File: src/rtl/player_combat_ctrl.sv
// Per-player combat controller: button-to-action encoding, attack/cooldown sequencing,
// health tracking and game-over status for one player's sprite block.
//
// state    | meaning
// ---------+---------------------------------------------------------------
// IDLE     | no attack in progress, a fresh press may start one
// ACTIVE   | attack animation running for ATTACK_CYCLES cycles
// COOLDOWN | recovery window of COOLDOWN_CYCLES cycles, presses are dropped
module player_combat_ctrl #(
  parameter int unsigned ATTACK_CYCLES   = 33_300_002,
  parameter int unsigned COOLDOWN_CYCLES = 10_000_000,
  parameter logic [7:0]  MAX_HEALTH      = 8'd100,
  parameter logic [7:0]  HIT_DAMAGE      = 8'd10,
  parameter logic        INIT_DIR        = 1'b0
) (
  input  logic       clk,
  input  logic       rst,
  input  logic       btn_left,
  input  logic       btn_right,
  input  logic       btn_crouch,
  input  logic       btn_attack,
  input  logic       in_range,
  input  logic       opponent_damage,
  input  logic       opponent_dead,
  output logic [6:0] action,
  output logic       attack_grant,
  output logic [7:0] health,
  output logic [1:0] finish
);

  localparam logic [5:0]  ACT_WALK      = 6'b000001;
  localparam logic [5:0]  ACT_CROUCH    = 6'b000010;
  localparam logic [5:0]  ACT_STAND     = 6'b100000;
  localparam logic [25:0] ATTACK_LAST   = 26'(ATTACK_CYCLES - 1);
  localparam logic [25:0] COOLDOWN_LAST = 26'(COOLDOWN_CYCLES - 1);

  typedef enum logic [1:0] {IDLE, ACTIVE, COOLDOWN} state_t;

  state_t      state;
  logic [25:0] count;
  logic        attack_prev;
  logic        damage_prev;
  logic        only_left;
  logic        only_right;
  logic        attack_press;
  logic        hit;
  logic [5:0]  next_code;

  assign only_left    = btn_left & ~btn_right;
  assign only_right   = btn_right & ~btn_left;
  assign attack_press = btn_attack & ~attack_prev;
  assign hit          = opponent_damage & ~damage_prev & in_range & ~finish[0];

  always_comb begin
    next_code = ACT_STAND;
    if (btn_crouch)
      next_code = ACT_CROUCH;
    else if (only_left || only_right)
      next_code = ACT_WALK;
  end

  // Action word; once the game is over the sprite stands still and keeps facing.
  always_ff @(posedge clk or posedge rst) begin
    if (rst) begin
      action <= {INIT_DIR, ACT_STAND};
    end else if (finish[0]) begin
      action[5:0] <= ACT_STAND;
    end else begin
      action[5:0] <= next_code;
      if (only_left)
        action[6] <= 1'b1;
      else if (only_right)
        action[6] <= 1'b0;
    end
  end

  always_ff @(posedge clk or posedge rst) begin
    if (rst) begin
      attack_prev <= 1'b0;
      damage_prev <= 1'b0;
    end else begin
      attack_prev <= btn_attack;
      damage_prev <= opponent_damage;
    end
  end

  // Attack sequencer; an attack already running finishes even after game over.
  always_ff @(posedge clk or posedge rst) begin
    if (rst) begin
      state        <= IDLE;
      count        <= '0;
      attack_grant <= 1'b0;
    end else begin
      attack_grant <= 1'b0;
      case (state)
        IDLE: begin
          if (attack_press && action[5:0] != ACT_CROUCH && !finish[0]) begin
            attack_grant <= 1'b1;
            state        <= ACTIVE;
            count        <= '0;
          end
        end
        ACTIVE: begin
          if (count == ATTACK_LAST) begin
            state <= COOLDOWN;
            count <= '0;
          end else begin
            count <= count + 26'd1;
          end
        end
        COOLDOWN: begin
          if (count == COOLDOWN_LAST) begin
            state <= IDLE;
            count <= '0;
          end else begin
            count <= count + 26'd1;
          end
        end
        default: begin
          state <= IDLE;
          count <= '0;
        end
      endcase
    end
  end

  // Health and finish; finish trails the killing hit by one cycle and is sticky.
  always_ff @(posedge clk or posedge rst) begin
    if (rst) begin
      health <= MAX_HEALTH;
      finish <= 2'b00;
    end else begin
      if (hit)
        health <= (health >= HIT_DAMAGE) ? health - HIT_DAMAGE : 8'd0;
      if (!finish[0]) begin
        if (health == 8'd0)
          finish <= 2'b11;
        else if (opponent_dead)
          finish <= 2'b01;
      end
    end
  end

endmodule

File: config.mk
export PLATFORM = sky130hd
export DESIGN_NAME = player_combat_ctrl
export DESIGN_NICKNAME = d
export VERILOG_FILES = /design/src/rtl/player_combat_ctrl.sv
export SDC_FILE = /design/constraint.sdc
export NUM_CORES = 1
export LEC_CHECK = 0
export BUFFER_PORTS_ARGS = -buffer_cell sky130_fd_sc_hd__buf_2
export CORE_ASPECT_RATIO = 0.75
export CORE_MARGIN = 2
export CORE_UTILIZATION = 44
export DETAILED_ROUTE_END_ITERATION = 8
export PLACE_DENSITY = 0.72
export RECOVER_POWER = 50
export SETUP_SLACK_MARGIN = 0.5
export SYNTH_ARGS = -nofsm -noshare
export SYNTH_HDL_FRONTEND = slang
export SYNTH_SLANG_ARGS = --single-unit
File: constraint.sdc
create_clock -name clk -period 2.7 [get_ports clk]
set_input_delay 0.54 -clock clk [delete_from_list [all_inputs] [get_ports clk]]
set_output_delay 0.54 -clock clk [all_outputs]
set_load 0.02 [all_outputs]
==> results of run 1 <==
-- cell families after synthesis --
| group | after synthesis | share of synthesized area [%] |
|---|---|---|
| XOR/XNOR | 18 | 6.512 |
| buffers and inverters | 23 | 4.755 |
| multiplexers | 4 | 1.964 |
| AND/OR/NAND/NOR | 108 | 26.46 |
| flip-flops | 44 | 45.68 |
| AO/OA/AOI/OAI | 40 | 10.85 |
| other | 1 | 0.1549 |
| adder cells (fa/ha/maj) | 7 | 3.617 |
-- flip-flops by register name (all words and copies together), names as in the netlist --
name / flops
action: 4
attack_grant: 1
count: 26
damage_prev: 1
health: 7
state: 2
attack_prev: 1
finish: 2
-- synth_stat cells (5+ instances only) --
master   number  area [sq um]
nor2_1       27         101.4
o21ai_0      10         50.05
inv_1        14         52.55
a21oi_1       8         40.04
nand4_1       9         56.30
nand2_1      18         67.56
and3_1        5         31.28
xor2_1        8         70.07
xnor2_1      10         87.58
ha_1          7         87.58
buf_4         5         37.54
nand3_1       9         45.04
dfrtp_1      40          1001
a31oi_1       6         37.54
-- worst max-delay path, delay by kind of cell, from the launching register on --
family          cells  cell delay, ns
compound gates      1            0.21
fa+ha+maj           1            0.12
buf+inv             1            0.06
flops               1            0.41
mux                 1            0.30
simple gates        4            0.97
-- power by group through the flow --
stage	sequential, mW	combinational, mW	clock (mW)
global route	0.668	0.0524	0.461
CTS	0.667	0.0478	0.437
detailed placement	0.680	0.0477	0
finish	0.667	0.0447	0.427
floorplan	0.683	0.0295	0
global placement	0.680	0.0460	0
-- cells in the final DEF, fill, tap and decap left out, types with 4 or more instances in the layout --
master	netlist	final
a21oi_1	8	8
a31oi_1	6	6
and2_1	4	4
and3_1	5	5
buf_2	2	20
clkbuf_1	1	5
clkbuf_8	0	6
conb_1	1	4
dfrtp_1	40	40
dfstp_2	4	4
ha_1	7	7
inv_1	14	13
nand2_1	18	17
nand3_1	9	9
nand4_1	9	9
nor2_1	27	27
nor3_1	4	4
nor4_1	4	4
o21ai_0	10	10
o31ai_1	4	4
xnor2_1	10	10
xor2_1	8	8
-- area by class of cell --
type / instances / area share, %
clock buffers: 7 / 3.136
repair buffers: 28 / 5.727
inverters: 14 / 1.909
clock inverters: 1 / 0.2727
flip-flops and latches: 44 / 40.18
well taps: 75 / 3.409
multi-input cells: 181 / 45.36
-- final timing paths --
path | slack [ns] | to
worst max-delay path | 0.53 | state[1]
worst min-delay path | 0.23 | health[1]
worst max register to register | 0.53 | state[1]
worst min register to register | 0.51 | action[6]
max in group asynchronous | 1.32 | state[1]
min in group clk | 0.37 | attack_prev
-- timing repair --
action	in CTS	in global routing
hold buffers	0	0
setup buffers	2	2
pin swaps	2	3
resized for setup	2	4
setup endpoints to repair	18	18
-- per-layer routing --
layer,up-vias,part of all wire [%],track usage [%]
met1,926,52,25.72
met3,8,3.9,4.704
li1,923,-,-
met4,0,1.2,5.037
met2,45,43,23.71
met5,-,0,0
==> flow_summary.yaml, run 1 <==
global_route:
  grt_max_degree: 19
  overflow: 0
  grt_pass1_vias: 1690
  grtUsageTotal_pct: 17.08
  antenna_found_initial: 0
  grt_pass1_wl_mm: 7.900
timing:
  drv_slew: 0
  setup_slack_ns: 0.5314
  setup_viol: 0
  post-route-min-period_ns: 2.169
  slew_headroom_pct: 40.39
  timing.hold.ws_ns: 0.2257
  finalHoldViolations: 0
  tns_ns: 0
  rsz0062_at_grt: "yes"
  worst_pin_slew_ns: 0.8941
  skew_ns: 0.01072
  fin_crit_sh_pct: 80.32
  fmax_mhz: 461.1
setup_path:
  startpoint: "count[1]"
  max_stage_delay_ns: 0.47
  cp_max_fo: 4
  critPathRequiredTime_ns: 2.89
  crit_slowest_cell: "or4b_4"
  path_cells: "inv_1, ha_1, or4b_4, nor4_4, nand2_1, a22oi_2, nand2_1, mux2_4"
  worst_path_most_repeated_cell: "nand2_1"
  endpoint_kind: "register"
  r2r-start: "count[1]"
  ff2ff_path_depth: 8
  worstSetupStartpointType: "register"
  cp_data_arrival_time_ns: 2.36
  crit_type: "reg -> reg"
job:
  maxCapViolations: 0
power_and_ir_drop:
  totalPowerFinal_mw: 1.139
  leakage_nw: 1.268
  combPwrFrac_pct: 3.9
  power_density_nw_per_um2: 413.8
  ir_drop_mv: 0.3162
  p_sw_share_pct: 22.35
  pwr-share-clk_pct: 37.5
  switchingPower_mw: 0.2546
  intPower_mw: 0.8845
  seqPwrFrac_pct: 58.6
layout:
  seqCellArea_sq_um: 1106
  fillCellCount: 493
  drive_above_1_share_pct: 18.91
  finish.utilization_pct: 51.70
  syn2layout_area_growth_pct: 13.70
  nNetsFinal: 290
  n_antenna_cell: 0
  multi_input_area_sq_um: 1249
  fin_area_sq_um: 2753
  fin_cells: 350
status:
  status: "finished, final reports clean"
clock_network:
  clk_pin_slew_ns: 0.08
  cts_buffer_depth: 2
  numCtsBuffers: 5
  insertion_delay_ns: 0.30
  cts_tree: "yes"
  cts_sinks: 44
  ctsRootBufferMaster: "clkbuf_8"
  h-tree-depth: 2
yosys:
  ys_types: 54
  synth.avg_cell_area_sq_um: 9.882
  synth_edf_count: 0
  syn_area_sq_um: 2421
  yosysWarnings: 0
  async_reset_ff_share_pct: 100.0
  yosysSeqAreaShare_pct: 45.68
  yosys_register_bits: 44
  synthFlopType: "dfrtp_1"
  syn_inst: 245
floorplanning:
  start_util_pct: 45.48
  core.rowCount: 23
  die-area_sq_um: 6118
  core_sq_um: 5324
  die_width_microns: 89.66
  pin_count: 27
  fp.dieH_microns: 68.24
placement:
  dp_cells: 338
  hpwl_mm: 3.481
  post_dp_cell_area_sq_um: 2589
  post-place-ws_ns: 0.3791
  portBuffers: 22
  routabilityCongestion: 0.8450
drt:
  vias_per_cell: 5.434
  vias: 1902
  drt_first_pass_iters: 4
  drt_iter0_drc: 109
  drt_wl_total_mm: 4.703
  wl_per_cell_microns: 13.44
  drc: 0
  detail-route-antenna-nets: 0
worst_hold_path:
  hp-class: "in -> async"
Note: power is estimated with default switching activity, not from simulation.
==> inputs of run 2 (changes only) <==
==> constraint.sdc (replaced) <==
create_clock -name clk -period 2.16 [get_ports clk]
set_input_delay 0.432 -clock clk [delete_from_list [all_inputs] [get_ports clk]]
set_output_delay 0.432 -clock clk [all_outputs]
set_load 0.02 [all_outputs]
==> flow_summary.yaml, run 2 (same netlist as run 1, synthesis figures left out) <==
drt:
  drt_wl_total_mm: 5.320
  drt_first_pass_iters: 5
  vias_per_cell: 5.415
  drc: 0
  vias: 1998
  drt_iter0_drc: 77
  detail-route-antenna-nets: 0
  wl_per_cell_microns: 14.42
global_route:
  grt_max_degree: 26
  grt_pass1_vias: 1793
  antenna_found_initial: 0
  grtUsageTotal_pct: 18.13
  overflow: 0
  grt_pass1_wl_mm: 8.424
worst_hold_path:
  hp-class: "in -> reg"
clock_network:
  cts_sinks: 44
  h-tree-depth: 2
  numCtsBuffers: 5
  hold_buffers: 0
  clk_pin_slew_ns: 0.08
  cts_buffer_depth: 2
  ctsRootBufferMaster: "clkbuf_8"
  insertion_delay_ns: 0.30
  cts_tree: "yes"
status:
  status: "finished, final reports clean"
timing:
  timing.hold.ws_ns: 0.2510
  post-route-min-period_ns: 2.037
  tns_ns: 0
  worst_pin_slew_ns: 1.305
  rsz0062_at_grt: "yes"
  drv_slew: 0
  slew_headroom_pct: 13.03
  finalHoldViolations: 0
  setup_viol: 0
  fin_crit_sh_pct: 94.29
  fmax_mhz: 491.0
  skew_ns: 0.01096
setup_path:
  crit_slowest_cell: "or4bb_4"
  worstSetupStartpointType: "register"
  path_cells: "or4bb_4, nor4_4, a21o_2, nand2_4, nor2_4, buf_12, a21oi_1"
  endpoint_kind: "register"
  cp_max_fo: 17
  critPathRequiredTime_ns: 2.33
  crit_type: "reg -> reg"
  max_stage_delay_ns: 0.56
  cp_data_arrival_time_ns: 2.21
placement:
  routabilityCongestion: 0.8157
  portBuffers: 22
  hpwl_mm: 3.661
  post_dp_cell_area_sq_um: 2716
layout:
  syn2layout_area_growth_pct: 22.74
  final_common_cell: "dfrtp_1"
  fin_area_sq_um: 2972
  biggestRegsByFlops: "count x26, health x7, action x4"
  n_antenna_cell: 0
  drive_above_1_share_pct: 27.89
  fillCellCount: 475
  nNetsFinal: 309
  final_cell_mix: "dfrtp_1, nor2_1, buf_2"
  regMostFlops: "count"
  largest_reg_flops: 26
floorplanning:
  core.rowCount: 23
  core_sq_um: 5324
  pin_count: 27
  fp.dieH_microns: 68.24
  die-area_sq_um: 6118
  die_width_microns: 89.66
  start_util_pct: 45.48
power_and_ir_drop:
  leakage_nw: 1.359
  ir_drop_mv: 0.2002
  power_density_nw_per_um2: 475.2
job:
  maxCapViolations: 0
## run 2: cell types whose count changed in the layout (fill, tap and decap cells not counted), sizes merged
cell      previous run  this run
clkinv               1         3
nand2               19        20
clkinvlp             1         0
buf                 24        40
clkbuf              11        12
## run 2: final timing paths
kind	startpoint	end	slack, ns	cells past startpoint
setup / recovery	count[18]	count[13]	0.12	7
hold / removal	btn_attack	attack_prev	0.25	1
setup reg to reg	count[18]	count[13]	0.12	7
hold reg to reg	action[6]	action[6]	0.51	1
max in group asynchronous	rst	finish[0]	0.74	3
min in group asynchronous	rst	health[1]	0.44	3
## run 2: power breakdown
| group | total (mW) | internal, mW | switching [mW] |
|---|---|---|---|
| clock | 0.519 | 0.255 | 0.264 |
| sequential | 0.835 | 0.830 | 0.00500 |
| combinational | 0.0579 | 0.0172 | 0.0407 |
| total | 1.41 | 1.10 | 0.310 |
## run 2: layout make-up
| type | count | area, sq um | area share [%] |
|---|---|---|---|
| multi-input combinational | 182 | 1329 | 44.72 |
| clock inverter | 2 | 10.01 | 0.3368 |
| clock buffer | 6 | 82.58 | 2.779 |
| sequential | 44 | 1107 | 37.26 |
| timing repair buffer | 46 | 296.5 | 9.979 |
| inverter | 14 | 52.55 | 1.768 |
| tap | 75 | 93.84 | 3.158 |
## run 2: stage by stage
stage	power, mW	setup WS, ns	util [%]	std cells
after global routing	1.467	0.04607	55.82	369
after floorplan	0.8924	0.1483	-	248
after detailed placement	0.9101	0.06604	51.02	349
final	1.412	0.1233	55.82	369
after CTS	1.433	0.1177	55.21	367
after global placement	0.9088	0.1031	51.02	349
## run 2: repair_timing
item,CTS,global route
pin swaps,12,4
setup buffers,9,2
resized for setup,12,7
gates cloned,1,0
endpoints found under the setup margin,30,30
## run 2: worst max-delay path: cells and delay by family, from the launching register on
family,cells,cell delay [ns]
AO/OA/AOI/OAI,2,0.28
buffers and inverters,1,0.15
flip-flops,1,0.41
AND/OR/NAND/NOR,4,1.07
## run 2: routing by layer
layer | vias up | track usage (%) | part of all wire, %
met1 | 1002 | 26.12 | 49
met5 | - | 0 | 0
met4 | 0 | 6.343 | 1.3
met2 | 31 | 27.02 | 47
li1 | 958 | - | -
met3 | 7 | 3.739 | 3.0
==> inputs of run 3 (changes only) <==
--- a/config.mk
+++ b/config.mk
@@ -7,12 +7,13 @@
 export LEC_CHECK = 0
 export BUFFER_PORTS_ARGS = -buffer_cell sky130_fd_sc_hd__buf_2
 export CORE_ASPECT_RATIO = 0.75
-export CORE_MARGIN = 2
 export CORE_UTILIZATION = 44
 export DETAILED_ROUTE_END_ITERATION = 8
 export PLACE_DENSITY = 0.72
 export RECOVER_POWER = 50
 export SETUP_SLACK_MARGIN = 0.5
+export SKIP_CTS_REPAIR_TIMING = 1
+export SKIP_LAST_GASP = 1
 export SYNTH_ARGS = -nofsm -noshare
 export SYNTH_HDL_FRONTEND = slang
 export SYNTH_SLANG_ARGS = --single-unit
==> flow_summary.yaml, run 3 (same netlist as run 1, synthesis figures left out) <==
status:
  status: "finished, final reports clean"
layout:
  drive_above_1_share_pct: 25.09
  final_common_cell: "dfrtp_1"
  seqCellArea_sq_um: 1106
  syn2layout_area_growth_pct: 20.21
  final_cell_mix: "dfrtp_1, nor2_1, buf_2"
  fin_area_sq_um: 2910
  nNetsFinal: 302
  fin_cells: 359
  regMostFlops: "count"
  largest_reg_flops: 26
  n_antenna_cell: 0
  fillCellCount: 463
  finish.utilization_pct: 57.15
  biggestRegsByFlops: "count x26, health x7, action x4"
  multi_input_area_sq_um: 1335
floorplanning:
  die_width_microns: 87.66
  pin_count: 27
  fp.dieH_microns: 66.24
  core_sq_um: 5092
  core.rowCount: 22
  start_util_pct: 47.54
  die-area_sq_um: 5806
global_route:
  grt_pass1_wl_mm: 8.459
  grtUsageTotal_pct: 19.27
  grt_max_degree: 45
  grt_pass1_vias: 1813
  antenna_found_initial: 0
  overflow: 0
placement:
  dp_cells: 346
  post_dp_cell_area_sq_um: 2713
  hpwl_mm: 3.651
  portBuffers: 22
  routabilityCongestion: 0.8986
  post-place-ws_ns: 0.1044
power_and_ir_drop:
  seqPwrFrac_pct: 59.7
  switchingPower_mw: 0.3236
  pwr-share-clk_pct: 36.1
  combPwrFrac_pct: 4.2
  leakage_nw: 1.326
  ir_drop_mv: 0.2832
  power_density_nw_per_um2: 480.3
  totalPowerFinal_mw: 1.398
  p_sw_share_pct: 23.15
  intPower_mw: 1.074
timing:
  worst_pin_slew_ns: 1.093
  timing.hold.ws_ns: 0.2596
  rsz0062_at_grt: "yes"
  setup_viol: 0
  fin_crit_sh_pct: 95.80
  fmax_mhz: 483.3
  drv_slew: 0
  skew_ns: 0.01102
  finalHoldViolations: 0
  slew_headroom_pct: 27.12
  tns_ns: 0
  setup_slack_ns: 0.09077
  post-route-min-period_ns: 2.069
drt:
  vias: 1916
  drt_iter0_drc: 60
  vias_per_cell: 5.337
  drt_first_pass_iters: 4
  wl_per_cell_microns: 14.44
  drt_wl_total_mm: 5.184
  drc: 0
  detail-route-antenna-nets: 0
setup_path:
  ff2ff_path_depth: 7
  rrSetupSlack_ns: 0.09
  cp_max_fo: 17
  r2r-start: "count[6]"
  endpoint_kind: "register"
  crit_type: "reg -> reg"
  critPathRequiredTime_ns: 2.34
  r2r-end: "count[23]"
  worstSetupStartpointType: "register"
  cp_data_arrival_time_ns: 2.25
worst_hold_path:
  hp-start: "btn_attack"
  whs_endpoint: "attack_prev"
  hp-class: "in -> reg"
  worstHoldPathCells: 1
clock_network:
  numCtsBuffers: 5
  insertion_delay_ns: 0.30
  clk_pin_slew_ns: 0.08
  h-tree-depth: 2
  cts_sinks: 44
  cts_tree: "yes"
  cts_buffer_depth: 2
  ctsRootBufferMaster: "clkbuf_8"
job:
  maxCapViolations: 0
==> run 3: layer usage <==
layer / vias to the layer above / global-route usage (%) / share of wire, %
met4: 0 / 6.557 / 1.2
met3: 7 / 3.870 / 2.4
li1: 950 / - / -
met1: 932 / 28.26 / 53
met5: - / 0 / 0
met2: 27 / 28.13 / 43
==> run 3: how the worst max path moves through the flow <==
stage | startpoint | endpoint | slack [ns] | cells after the start
6_report | count[6] | count[23] | 0.09 | 7
5_1_grt | count[6] | count[20] | -0.01 | 7
4_1_cts | count[1] | state[1] | 0.1 | 8
3_5_place_dp | count[1] | state[1] | 0.10 | 8
3_3_place_gp | count[1] | state[1] | 0.14 | 8
2_1_floorplan | count[15] | state[1] | 0.15 | 7
==> run 3: power by group through the flow <==
| stage | Clock, mW | Sequential, mW | Combinational, mW |
|---|---|---|---|
| after CTS | 0.517 | 0.834 | 0.0588 |
| final | 0.505 | 0.835 | 0.0581 |
| after floorplan | 0 | 0.855 | 0.0376 |
| after global placement | 0 | 0.850 | 0.0569 |
| after detailed placement | 0 | 0.850 | 0.0585 |
| after global routing | 0.554 | 0.836 | 0.0657 |
==> run 3: cell type report <==
cell class / count / area share, %
multi-input combinational: 181 / 45.87
sequential: 44 / 38.01
timing repair buffer: 40 / 8.426
tap: 72 / 3.095
clock buffer: 7 / 2.623
inverter: 14 / 1.806
clock inverter: 1 / 0.1720
==> run 3: worst max-delay path, cell delays in order, from the launching register on <==
cell and delay, ns:
dfrtp_1 0.42, or4bb_1 0.56, nor4_4 0.28, a21o_2 0.24
nand2_8 0.11, nor2_4 0.14, buf_12 0.15, nor2_1 0.05
